[config.mk]
export PLATFORM = sky130hd
export DESIGN_NAME = rtc_bcd_flat
export DESIGN_NICKNAME = d
export VERILOG_FILES = /design/src/rtl/rtc_pkg.sv /design/src/rtl/rtc_bcd_if.sv /design/src/rtl/bcd_digit_counter.sv /design/src/rtl/rtc_bcd.sv /design/src/flat_wrapper.sv
export SDC_FILE = /design/constraint.sdc
export NUM_CORES = 1
export LEC_CHECK = 0
export CAP_MARGIN = 10
export CORE_MARGIN = 2
export CORE_UTILIZATION = 58
export CTS_BUF_LIST = sky130_fd_sc_hd__clkbuf_8
export DETAILED_ROUTE_END_ITERATION = 7
export GPL_ROUTABILITY_DRIVEN = 0
export PLACE_DENSITY = 0.86
export SETUP_SLACK_MARGIN = 0.05
export SYNTH_ARGS = -nofsm -noshare
export SYNTH_HDL_FRONTEND = slang
export SYNTH_SLANG_ARGS = --single-unit
[constraint.sdc]
create_clock -name clk_50m -period 6.8 [get_ports clk_50m]
set_clock_uncertainty 0.1 [all_clocks]
set_input_delay 1.02 -clock clk_50m [delete_from_list [all_inputs] [get_ports clk_50m]]
set_output_delay 1.02 -clock clk_50m [all_outputs]
set_load 0.005 [all_outputs]
[src/rtl/rtc_pkg.sv]
// Shared constants, BCD field layout and load-FSM encoding for the BCD real-time clock.
package rtc_pkg;

    localparam int unsigned DIGIT_W = 4;
    localparam int unsigned TIME_W  = 24;

    localparam int unsigned SEC_U_LSB = 0;
    localparam int unsigned SEC_T_LSB = 4;
    localparam int unsigned MIN_U_LSB = 8;
    localparam int unsigned MIN_T_LSB = 12;
    localparam int unsigned HR_U_LSB  = 16;
    localparam int unsigned HR_T_LSB  = 20;

    localparam logic [DIGIT_W-1:0] UNITS_MAX    = 4'd9;
    localparam logic [DIGIT_W-1:0] TENS_MAX     = 4'd5;
    localparam logic [DIGIT_W-1:0] HR_T_MAX     = 4'd2;
    localparam logic [DIGIT_W-1:0] HR_U_MAX_TOP = 4'd3;  // hour units limit when tens == 2

    localparam logic [TIME_W-1:0] TIME_ZERO = '0;

    typedef enum logic [1:0] {
        StIdle,
        StCheck,
        StCommit
    } load_state_e;

    function automatic logic time_valid(input logic [TIME_W-1:0] t);
        logic ok;
        ok = 1'b1;
        for (int i = 0; i < 6; i++) begin
            if (t[i*DIGIT_W +: DIGIT_W] > UNITS_MAX) ok = 1'b0;
        end
        if (t[SEC_T_LSB +: DIGIT_W] > TENS_MAX) ok = 1'b0;
        if (t[MIN_T_LSB +: DIGIT_W] > TENS_MAX) ok = 1'b0;
        if (t[HR_T_LSB +: DIGIT_W] > HR_T_MAX) ok = 1'b0;
        if (t[HR_T_LSB +: DIGIT_W] == HR_T_MAX && t[HR_U_LSB +: DIGIT_W] > HR_U_MAX_TOP) begin
            ok = 1'b0;
        end
        return ok;
    endfunction

endpackage

[src/rtl/rtc_bcd_if.sv]
// Time-load request bus: requester drives set_valid/set_time, clock returns ready and error.
interface rtc_bcd_if;
    import rtc_pkg::*;

    logic              set_valid;
    logic [TIME_W-1:0] set_time;
    logic              set_ready;
    logic              set_err;

    modport master (
        output set_valid,
        output set_time,
        input  set_ready,
        input  set_err
    );

    modport slave (
        input  set_valid,
        input  set_time,
        output set_ready,
        output set_err
    );

endinterface

[src/rtl/bcd_digit_counter.sv]
// Single modulo-(Max+1) BCD digit with clear, parallel load, increment-in and carry-out.
module bcd_digit_counter
    import rtc_pkg::*;
#(
    parameter logic [DIGIT_W-1:0] Max = UNITS_MAX
) (
    input  logic               clk,
    input  logic               rst_n,
    input  logic               clr,
    input  logic               load,
    input  logic [DIGIT_W-1:0] load_val,
    input  logic               inc,
    output logic [DIGIT_W-1:0] q,
    output logic [DIGIT_W-1:0] q_next,
    output logic               carry
);

    always_comb begin
        q_next = q;
        if (clr) begin
            q_next = '0;
        end else if (load) begin
            q_next = load_val;
        end else if (inc) begin
            q_next = (q == Max) ? '0 : q + 4'd1;
        end
    end

    assign carry = inc && (q == Max);

    always_ff @(posedge clk or negedge rst_n) begin
        if (!rst_n) begin
            q <= '0;
        end else begin
            q <= q_next;
        end
    end

endmodule

[src/rtl/rtc_bcd.sv]
// HH:MM:SS BCD clock advanced by pps, with a validated load port, alarm compare and pps watchdog.
module rtc_bcd
    import rtc_pkg::*;
#(
    parameter int unsigned PPS_TIMEOUT = 60_000_000
) (
    input  logic              clk_50m,
    input  logic              rst_n,
    rtc_bcd_if.slave          set_bus,
    input  logic              pps,
    input  logic              alarm_en,
    input  logic [TIME_W-1:0] alarm_time,
    output logic [TIME_W-1:0] time_bcd,
    output logic              tick,
    output logic              day_wrap,
    output logic              alarm,
    output logic              pps_lost
);

    localparam int unsigned WdW = $clog2(PPS_TIMEOUT + 1);
    localparam logic [WdW-1:0] WdMax = WdW'(PPS_TIMEOUT);

    load_state_e       state_q, state_d;
    logic [TIME_W-1:0] cap_q;
    logic              cap_ok_q;
    logic              commit_load, commit_err, inc_en;
    logic              set_ready_q, set_err_q, tick_q, day_wrap_q, alarm_q, pps_lost_q;
    logic [WdW-1:0]    wd_q, wd_d;

    logic [DIGIT_W-1:0] sec_u, sec_t, min_u, min_t, hr_u, hr_t;
    logic [DIGIT_W-1:0] sec_u_nx, sec_t_nx, min_u_nx, min_t_nx, hr_u_nx, hr_t_nx;
    logic               sec_u_c, sec_t_c, min_u_c, min_t_c, hr_u_c, hr_t_c;
    logic               hour_wrap;
    logic [TIME_W-1:0]  time_nx;

    always_comb begin
        state_d = state_q;
        unique case (state_q)
            StIdle:   if (set_bus.set_valid) state_d = StCheck;
            StCheck:  state_d = StCommit;
            StCommit: state_d = StIdle;
            default:  state_d = StIdle;
        endcase
    end

    assign commit_load = (state_q == StCommit) && cap_ok_q;
    assign commit_err  = (state_q == StCommit) && !cap_ok_q;
    // A valid load owns the digits this cycle, so a coincident pps is dropped.
    assign inc_en      = pps && !commit_load;

    // 23 -> 00 is decided here because the hour digits do not wrap at their own limits.
    assign hour_wrap = min_t_c && (hr_t == HR_T_MAX) && (hr_u == HR_U_MAX_TOP);

    bcd_digit_counter #(.Max(UNITS_MAX)) u_sec_u (
        .clk(clk_50m), .rst_n(rst_n), .clr(1'b0), .load(commit_load),
        .load_val(cap_q[SEC_U_LSB +: DIGIT_W]), .inc(inc_en),
        .q(sec_u), .q_next(sec_u_nx), .carry(sec_u_c)
    );
    bcd_digit_counter #(.Max(TENS_MAX)) u_sec_t (
        .clk(clk_50m), .rst_n(rst_n), .clr(1'b0), .load(commit_load),
        .load_val(cap_q[SEC_T_LSB +: DIGIT_W]), .inc(sec_u_c),
        .q(sec_t), .q_next(sec_t_nx), .carry(sec_t_c)
    );
    bcd_digit_counter #(.Max(UNITS_MAX)) u_min_u (
        .clk(clk_50m), .rst_n(rst_n), .clr(1'b0), .load(commit_load),
        .load_val(cap_q[MIN_U_LSB +: DIGIT_W]), .inc(sec_t_c),
        .q(min_u), .q_next(min_u_nx), .carry(min_u_c)
    );
    bcd_digit_counter #(.Max(TENS_MAX)) u_min_t (
        .clk(clk_50m), .rst_n(rst_n), .clr(1'b0), .load(commit_load),
        .load_val(cap_q[MIN_T_LSB +: DIGIT_W]), .inc(min_u_c),
        .q(min_t), .q_next(min_t_nx), .carry(min_t_c)
    );
    bcd_digit_counter #(.Max(UNITS_MAX)) u_hr_u (
        .clk(clk_50m), .rst_n(rst_n), .clr(hour_wrap), .load(commit_load),
        .load_val(cap_q[HR_U_LSB +: DIGIT_W]), .inc(min_t_c && !hour_wrap),
        .q(hr_u), .q_next(hr_u_nx), .carry(hr_u_c)
    );
    bcd_digit_counter #(.Max(HR_T_MAX)) u_hr_t (
        .clk(clk_50m), .rst_n(rst_n), .clr(hour_wrap), .load(commit_load),
        .load_val(cap_q[HR_T_LSB +: DIGIT_W]), .inc(hr_u_c),
        .q(hr_t), .q_next(hr_t_nx), .carry(hr_t_c)
    );

    // Hour tens can never carry: the day wraps at 23 before tens could pass 2.
    assert property (@(posedge clk_50m) disable iff (!rst_n) !hr_t_c);

    assign time_nx = {hr_t_nx, hr_u_nx, min_t_nx, min_u_nx, sec_t_nx, sec_u_nx};

    always_comb begin
        wd_d = wd_q;
        if (pps) begin
            wd_d = '0;
        end else if (wd_q < WdMax) begin
            wd_d = wd_q + 1'b1;
        end
    end

    always_ff @(posedge clk_50m or negedge rst_n) begin
        if (!rst_n) begin
            state_q     <= StIdle;
            cap_q       <= TIME_ZERO;
            cap_ok_q    <= 1'b0;
            set_ready_q <= 1'b1;
            set_err_q   <= 1'b0;
            tick_q      <= 1'b0;
            day_wrap_q  <= 1'b0;
            alarm_q     <= 1'b0;
            wd_q        <= '0;
            pps_lost_q  <= 1'b0;
        end else begin
            state_q     <= state_d;
            if (state_q == StIdle && set_bus.set_valid) cap_q <= set_bus.set_time;
            if (state_q == StCheck) cap_ok_q <= time_valid(cap_q);
            set_ready_q <= (state_d == StIdle);
            set_err_q   <= commit_err;
            tick_q      <= inc_en;
            day_wrap_q  <= hour_wrap;
            alarm_q     <= inc_en && alarm_en && (time_nx == alarm_time);
            wd_q        <= wd_d;
            if (pps) begin
                pps_lost_q <= 1'b0;
            end else if (wd_d == WdMax) begin
                pps_lost_q <= 1'b1;
            end
        end
    end

    assign time_bcd          = {hr_t, hr_u, min_t, min_u, sec_t, sec_u};
    assign tick              = tick_q;
    assign day_wrap          = day_wrap_q;
    assign alarm             = alarm_q;
    assign pps_lost          = pps_lost_q;
    assign set_bus.set_ready = set_ready_q;
    assign set_bus.set_err   = set_err_q;

endmodule

[src/flat_wrapper.sv]
// flat-port wrapper written by rule: the top's interface ports become plain ports
module rtc_bcd_flat import rtc_pkg::*;
#(
    parameter int unsigned PPS_TIMEOUT = 60_000_000
)
  (clk_50m, rst_n, pps, alarm_en, alarm_time, time_bcd, tick, day_wrap, alarm, pps_lost, set_bus_set_valid, set_bus_set_time, set_bus_set_ready, set_bus_set_err);
  rtc_bcd_if set_bus_i ();
  input  logic clk_50m;
  input  logic rst_n;
  input  logic pps;
  input  logic alarm_en;
  input  logic [TIME_W-1:0] alarm_time;
  output logic [TIME_W-1:0] time_bcd;
  output logic tick;
  output logic day_wrap;
  output logic alarm;
  output logic pps_lost;
  input wire logic [$bits(set_bus_i.set_valid)-1:0] set_bus_set_valid;
  input wire logic [$bits(set_bus_i.set_time)-1:0] set_bus_set_time;
  output wire logic [$bits(set_bus_i.set_ready)-1:0] set_bus_set_ready;
  output wire logic [$bits(set_bus_i.set_err)-1:0] set_bus_set_err;
  assign set_bus_i.set_valid = set_bus_set_valid;
  assign set_bus_i.set_time = set_bus_set_time;
  assign set_bus_set_ready = set_bus_i.set_ready;
  assign set_bus_set_err = set_bus_i.set_err;
  rtc_bcd #(.PPS_TIMEOUT(PPS_TIMEOUT)) u_core (.clk_50m(clk_50m), .rst_n(rst_n), .set_bus(set_bus_i), .pps(pps), .alarm_en(alarm_en), .alarm_time(alarm_time), .time_bcd(time_bcd), .tick(tick), .day_wrap(day_wrap), .alarm(alarm), .pps_lost(pps_lost));
endmodule
==> results.toml, run 1 <==
[clock_network]
postCtsSetupRepairBufs = 0
cts-htree-levels = 3
clkTransAtPathRegs_ns = 0.10
clockBufferDepth = 2
numCtsBuffers = 9
cts-resized-gates = 0
cts_hold_buffers = 0
cts_tree = "done"
clk_latency_ns = 0.36
cts-root-buf = "clkbuf_8"
clock_sinks = 83

[finish]
drive_gt1_frac = 0.0958
area.sequential_sq_mm = 0.00208
n_antenna_cell = 0
utilization = 0.711
n_fill_cell = 664
multi_input_area_sq_mm = 0.00279
area_growth_syn_to_layout_pct = 21.1
fin_nets = 676
stdcell_count = 734

[placed_design]
place_hpwl_um = 9730
port_buffers = 82
place_inst = 719
pre_cts_ws_ns = 2.74

[synthesis]
synth_cells = 553
synth_flop_cell = "dfrtp_1"
synth_nets = 607
yosys-top-cells-count = "dfrtp_1, nor2_1, nand2_1"
async_reset_ff_frac = 1.00
ys_ff_latch = 83
synth.distinct_cells = 67
seq_area_frac_synth = 0.412
synth_area_sq_mm = 0.00504
synth.most_common_cell = "dfrtp_1"
synth_edf_count = 0
synth.area.top_cells = "dfrtp_1, mux2_2, xnor2_1"
yosysTopAreaCell = "dfrtp_1"
syn-mean-instance-area_sq_um = 9.12
netlist.area_leader.share = 0.407
yosysWarnings = 0

[hold_path]
hp-class = "reg2reg"

[setup_path]
critPathRequiredTime_ns = 6.97
cp-end-kind = "register"
slowest_delay_ns = 0.70
start_kind = "input pin"
crit_type = "in2reg"
cpLargestDelayFamily = "simple AND/OR/NAND/NOR gates"
cp_data_arrival_time_ns = 3.89
critPathMaxFanout = 48
cp_common_cell = "nor4_1"
path_buf_inv = 2
slowest_stage = "nor4_1"
path_cells = "clkdlybuf4s50_1 > buf_4 > nand3_1 > nor4_1 > o21ai_0 > a22oi_1 > xnor2_1 > a41oi_1 > nor4_1"

[global_route]
grt_usage = 0.291
grt_pass1_vias = 4600
use_met3 = 0.0741
grt_max_degree = 84
met2_usage = 0.442
overflow = 0
globalRouteMet1Util = 0.398
grt_pass1_wl_um = 22300
antenna_found_initial = 0
busiest_layer = "met2"

[sta]
period_share = 0.546
worstMarginPinSlew_ns = 1.04
maxSlewViolCount = 0
rsz0062_at_grt = "no"
period_needed_ns = 3.72
hold_viol_final = 0
setup_ws_ns = 3.08
slew_headroom = 0.309
finalSetupTns_ns = 0
finalSetupViolCount = 0
max_freq_ghz = 0.269

[detailed_routing]
wirelength_um = 13800
drcViolationCount = 0
ant_nets = 0
dr.pass1.iters = 5
wl_per_cell_um = 18.8
num_vias = 4759
first_iter_violations = 545
avgViaCountPerCell = 6.48

[die]
die_y_um = 97.3
initial_core_util = 0.587
die_area_sq_mm = 0.00946
fp-row-count = 34
io_pins = 83
design.core.area_sq_mm = 0.00859
fp.dieW_um = 97.3

[power]
p_int_w = 0.00105
power_density_mw_per_mm2 = 268
power_frac_seq = 0.460
power_frac_comb = 0.323
p_switching_w = 0.000584
power_leakage_nw = 2.34
clockPowerShare = 0.217
swShare = 0.357
ir_drop_v = 0.000175

[flow_run]
drv_cap = 0

[status]
status = "completed"
per-stage QoR:
| step | total power [W] | hold slack, ns | area [sq um] |
|---|---|---|---|
| floorplan | 0.00102 | 0.345 | 5040 |
| global placement | 0.00124 | 0.367 | 5920 |
| detailed placement | 0.00127 | 0.376 | 5920 |
| CTS | 0.00162 | 0.388 | 6110 |
| global route | 0.00172 | 0.423 | 6110 |
| finish | 0.00164 | 0.390 | 6110 |
worst reg2reg max path, cell delays in order (launching register included):
cell,delay (ns)
dfrtp_1,0.47
ha_1,0.26
and4_1,0.39
nand4_1,0.13
o21ai_1,0.51
nor2b_1,0.30
mux2_2,0.37
o21ai_0,0.23
nand4b_1,0.17
o32ai_2,0.29
state kept, by name, indices dropped and copies added (netlist names), 2 cells and up:
name,flops
u_core.wd_q,26
u_core.cap_q,24
u_core.u_hr_t.q,4
u_core.u_hr_u.q,4
u_core.u_min_t.q,4
u_core.u_min_u.q,4
u_core.u_sec_t.q,4
u_core.u_sec_u.q,4
u_core.state_q,2
worst paths after layout:
path                                                   from                          endpoint  slack [ns]  cells after the start
worst max-delay path                                    pps            u_core.alarm$_DFF_PN0_        3.08                      9
worst min-delay path            u_core.cap_ok_q$_DFFE_PN0N_  u_core.set_bus.set_err$_DFF_PN0_        0.39                      1
worst max register to register     u_core.wd_q[1]$_DFF_PN0_       u_core.pps_lost$_DFFE_PN0P_        3.49                      9
worst min register to register  u_core.cap_ok_q$_DFFE_PN0N_  u_core.set_bus.set_err$_DFF_PN0_        0.39                      1
max in group asynchronous                             rst_n      u_core.u_hr_u.q[2]$_DFF_PN0_        5.19                      1
min in group asynchronous                             rst_n          u_core.wd_q[1]$_DFF_PN0_        0.74                      1
cells by family after synthesis:
group,count (synthesis),share of synthesized area
adders and majority gates,1,0.00248
xor gates and xnor gates,48,0.0833
muxes,33,0.0737
and+or+nand+nor,233,0.249
DFF,83,0.412
buffers and inverters,47,0.0365
AOI/OAI and AO/OA,108,0.144
per-layer routing:
layer	share of wire	vias to the layer above	routed length, um
li1	-	2139	-
met1	0.42	2260	5740
met2	0.45	312	6260
met3	0.10	48	1400
met4	0.027	0	373
met5	0	-	0
cells in the final DEF (no fill, tap or decap), drive strengths merged, types with 8 or more instances in the layout:
cell	Yosys	final
xnor2	32	32
nand3	21	21
xor2	16	16
a31oi	8	8
nor3	13	13
o21ai	33	33
clkbuf	19	9
nor4	17	17
dfrtp	82	82
clkdlybuf4s50	0	81
nor2	61	61
a21oi	22	22
nand4	16	16
nand2	40	40
nor2b	13	13
inv	19	20
mux2	27	27
and3	13	13
power groups by stage:
stage	sequential [W]	clock, W	combinational, W
floorplan	0.000688	0	0.000329
global placement	0.000742	0	0.000502
detailed placement	0.000751	0	0.000518
CTS	0.000743	0.000356	0.000524
global route	0.000768	0.000377	0.000573
finish	0.000752	0.000355	0.000529
area by class of cell:
type | instances | share of cell area
well taps | 108 | 0.0221
inverters | 19 | 0.0117
clock buffers | 9 | 0.0203
flip-flops and latches | 83 | 0.340
repair buffers | 86 | 0.139
multi-input cells | 423 | 0.456
clock inverters | 6 | 0.0106
Power figures use the tool's default switching activity.
==> run 2: changes to the inputs <==
--- a/config.mk
+++ b/config.mk
@@ -7,11 +7,11 @@
 export LEC_CHECK = 0
 export CAP_MARGIN = 10
 export CORE_MARGIN = 2
-export CORE_UTILIZATION = 58
+export CORE_UTILIZATION = 56
 export CTS_BUF_LIST = sky130_fd_sc_hd__clkbuf_8
 export DETAILED_ROUTE_END_ITERATION = 7
 export GPL_ROUTABILITY_DRIVEN = 0
-export PLACE_DENSITY = 0.86
+export PLACE_DENSITY = 0.83
 export SETUP_SLACK_MARGIN = 0.05
 export SYNTH_ARGS = -nofsm -noshare
 export SYNTH_HDL_FRONTEND = slang
==> constraint.sdc (replaced) <==
create_clock -name clk_50m -period 3.5 [get_ports clk_50m]
set_clock_uncertainty 0.1 [all_clocks]
set_input_delay 0.525 -clock clk_50m [delete_from_list [all_inputs] [get_ports clk_50m]]
set_output_delay 0.525 -clock clk_50m [all_outputs]
set_load 0.005 [all_outputs]
==> run 2 against run 1 <==
First-iteration DRC count down 47%. Sequential share of layout area down 0.21 points. Register-to-register slack worse by 3.2 ns. Sequential power up 93%. Via count down 2.5%. Sequential cell count unchanged. Combinational power up 95%. Non-clock buffer count up 3. Routed wire length down 1.8%.
==> results.toml, run 2 (synthesis results as in run 1) <==
[finish]
fin_nets = 679
n_fill_cell = 697
n_antenna_cell = 0
final_common_cell = "dfrtp_1"
drive_gt1_frac = 0.100
final_cell_mix = "dfrtp_1, clkdlybuf4s50_1, nor2_1"
top_register = "u_core.wd_q"
area_growth_syn_to_layout_pct = 21.9
largest_register_ffs = 26
reg_top3 = "u_core.wd_q x26, u_core.cap_q x24"

[placed_design]
port_buffers = 82
place_hpwl_um = 9860

[setup_path]
slowest_delay_ns = 0.47
start_kind = "register"
cp_data_arrival_time_ns = 3.34
critPathRequiredTime_ns = 3.67
critPathMaxFanout = 16
crit_type = "reg2reg"
slowest_stage = "nor4_1"
path_cells = "nor4_1 > a211o_1 > a31oi_4 > nor4_1 > mux2_4 > nor4_1 > nand4b_1 > o32ai_2"
cp_common_cell = "nor4_1"
cp-end-kind = "register"

[global_route]
grt_usage = 0.282
grt_pass1_wl_um = 21900
antenna_found_initial = 0
grt_max_degree = 84
overflow = 0
grt_pass1_vias = 4474

[sta]
period_share = 0.905
finalSetupTns_ns = 0
rsz0062_at_grt = "no"
hold_viol_final = 0
slew_headroom = 0.299
maxSlewViolCount = 0
max_freq_ghz = 0.316
worstMarginPinSlew_ns = 1.05
finalSetupViolCount = 0
period_needed_ns = 3.17

[power]
p_total_w = 0.00320
ir_drop_v = 0.000299
power_density_mw_per_mm2 = 520
power_leakage_nw = 2.37

[die]
design.core.area_sq_mm = 0.00872
fp-row-count = 34
fp.dieW_um = 98.9
die_y_um = 98.9
io_pins = 83
die_area_sq_mm = 0.00978
initial_core_util = 0.578

[clock_network]
cts-resized-gates = 0
clockBufferDepth = 2
cts-htree-levels = 3
clkTransAtPathRegs_ns = 0.09
clock_sinks = 83
cts_hold_buffers = 0
clk_latency_ns = 0.36
postCtsSetupRepairBufs = 0
cts_tree = "done"
numCtsBuffers = 9
cts-root-buf = "clkbuf_8"

[detailed_routing]
wl_per_cell_um = 18.3
wirelength_um = 13500
avgViaCountPerCell = 6.29
ant_nets = 0
drcViolationCount = 0
dr.pass1.iters = 6
num_vias = 4641
first_iter_violations = 288

[status]
status = "completed"

[flow_run]
drv_cap = 0

[hold_path]
hp-class = "in2async"
## run 2: report_power, final
part / switching, W / internal [W] / total [W]
Combinational: 0.000454 / 0.000574 / 0.00103
Clock: 0.000370 / 0.000351 / 0.000721
Sequential: 0.000305 / 0.00114 / 0.00145
Total: 0.00113 / 0.00207 / 0.00320
## run 2: cell type report
type | count | area [sq um] | share of cell area
Timing Repair Buffer | 89 | 871 | 0.142
Inverter | 19 | 71.3 | 0.0116
Tap cell | 108 | 135 | 0.0220
Clock buffer | 10 | 138 | 0.0224
Sequential cell | 83 | 2080 | 0.338
Multi-Input combinational cell | 423 | 2790 | 0.453
Clock inverter | 6 | 66.3 | 0.0108
## run 2: metal layers
metal,share of wire,vias to the layer above,global-route usage
met4,0.035,0,0.129
met3,0.071,50,0.0454
met1,0.39,2215,0.345
met5,0,-,0
li1,-,2149,-
met2,0.50,227,0.488
## run 2: critical path, delay by kind of cell (launching register included)
family,cells,cell delay (ns)
compound gates,3,0.75
simple gates,4,1.44
flops,1,0.44
mux,1,0.35
## run 2: final timing paths
check                      slack [ns]  cells after the start                               end                         from
min                              0.24                      1          u_core.wd_q[2]$_DFF_PN0_                        rst_n
max reg2reg                      0.33                      8       u_core.pps_lost$_DFFE_PN0P_    u_core.wd_q[13]$_DFF_PN0_
min reg2reg                      0.39                      1  u_core.set_bus.set_err$_DFF_PN0_  u_core.cap_ok_q$_DFFE_PN0N_
max in group asynchronous        2.38                      1      u_core.u_hr_u.q[3]$_DFF_PN0_                        rst_n
max                              0.33                      8       u_core.pps_lost$_DFFE_PN0P_    u_core.wd_q[13]$_DFF_PN0_
min in group clk_50m             0.39                      1  u_core.set_bus.set_err$_DFF_PN0_  u_core.cap_ok_q$_DFFE_PN0N_
## run 2: stage by stage
stage | hold slack (ns) | instance area [sq um] | instances | util | worst slack, ns
2_1_floorplan | 0.129 | 5040 | 553 | - | 0.827
3_3_place_gp | 0.371 | 5940 | 722 | 0.681 | 0.417
3_5_place_dp | 0.377 | 5940 | 722 | 0.681 | 0.302
4_1_cts | 0.283 | 6150 | 738 | 0.705 | 0.335
5_1_grt | 0.330 | 6150 | 738 | 0.705 | 0.263
6_report | 0.244 | 6150 | 738 | 0.705 | 0.331
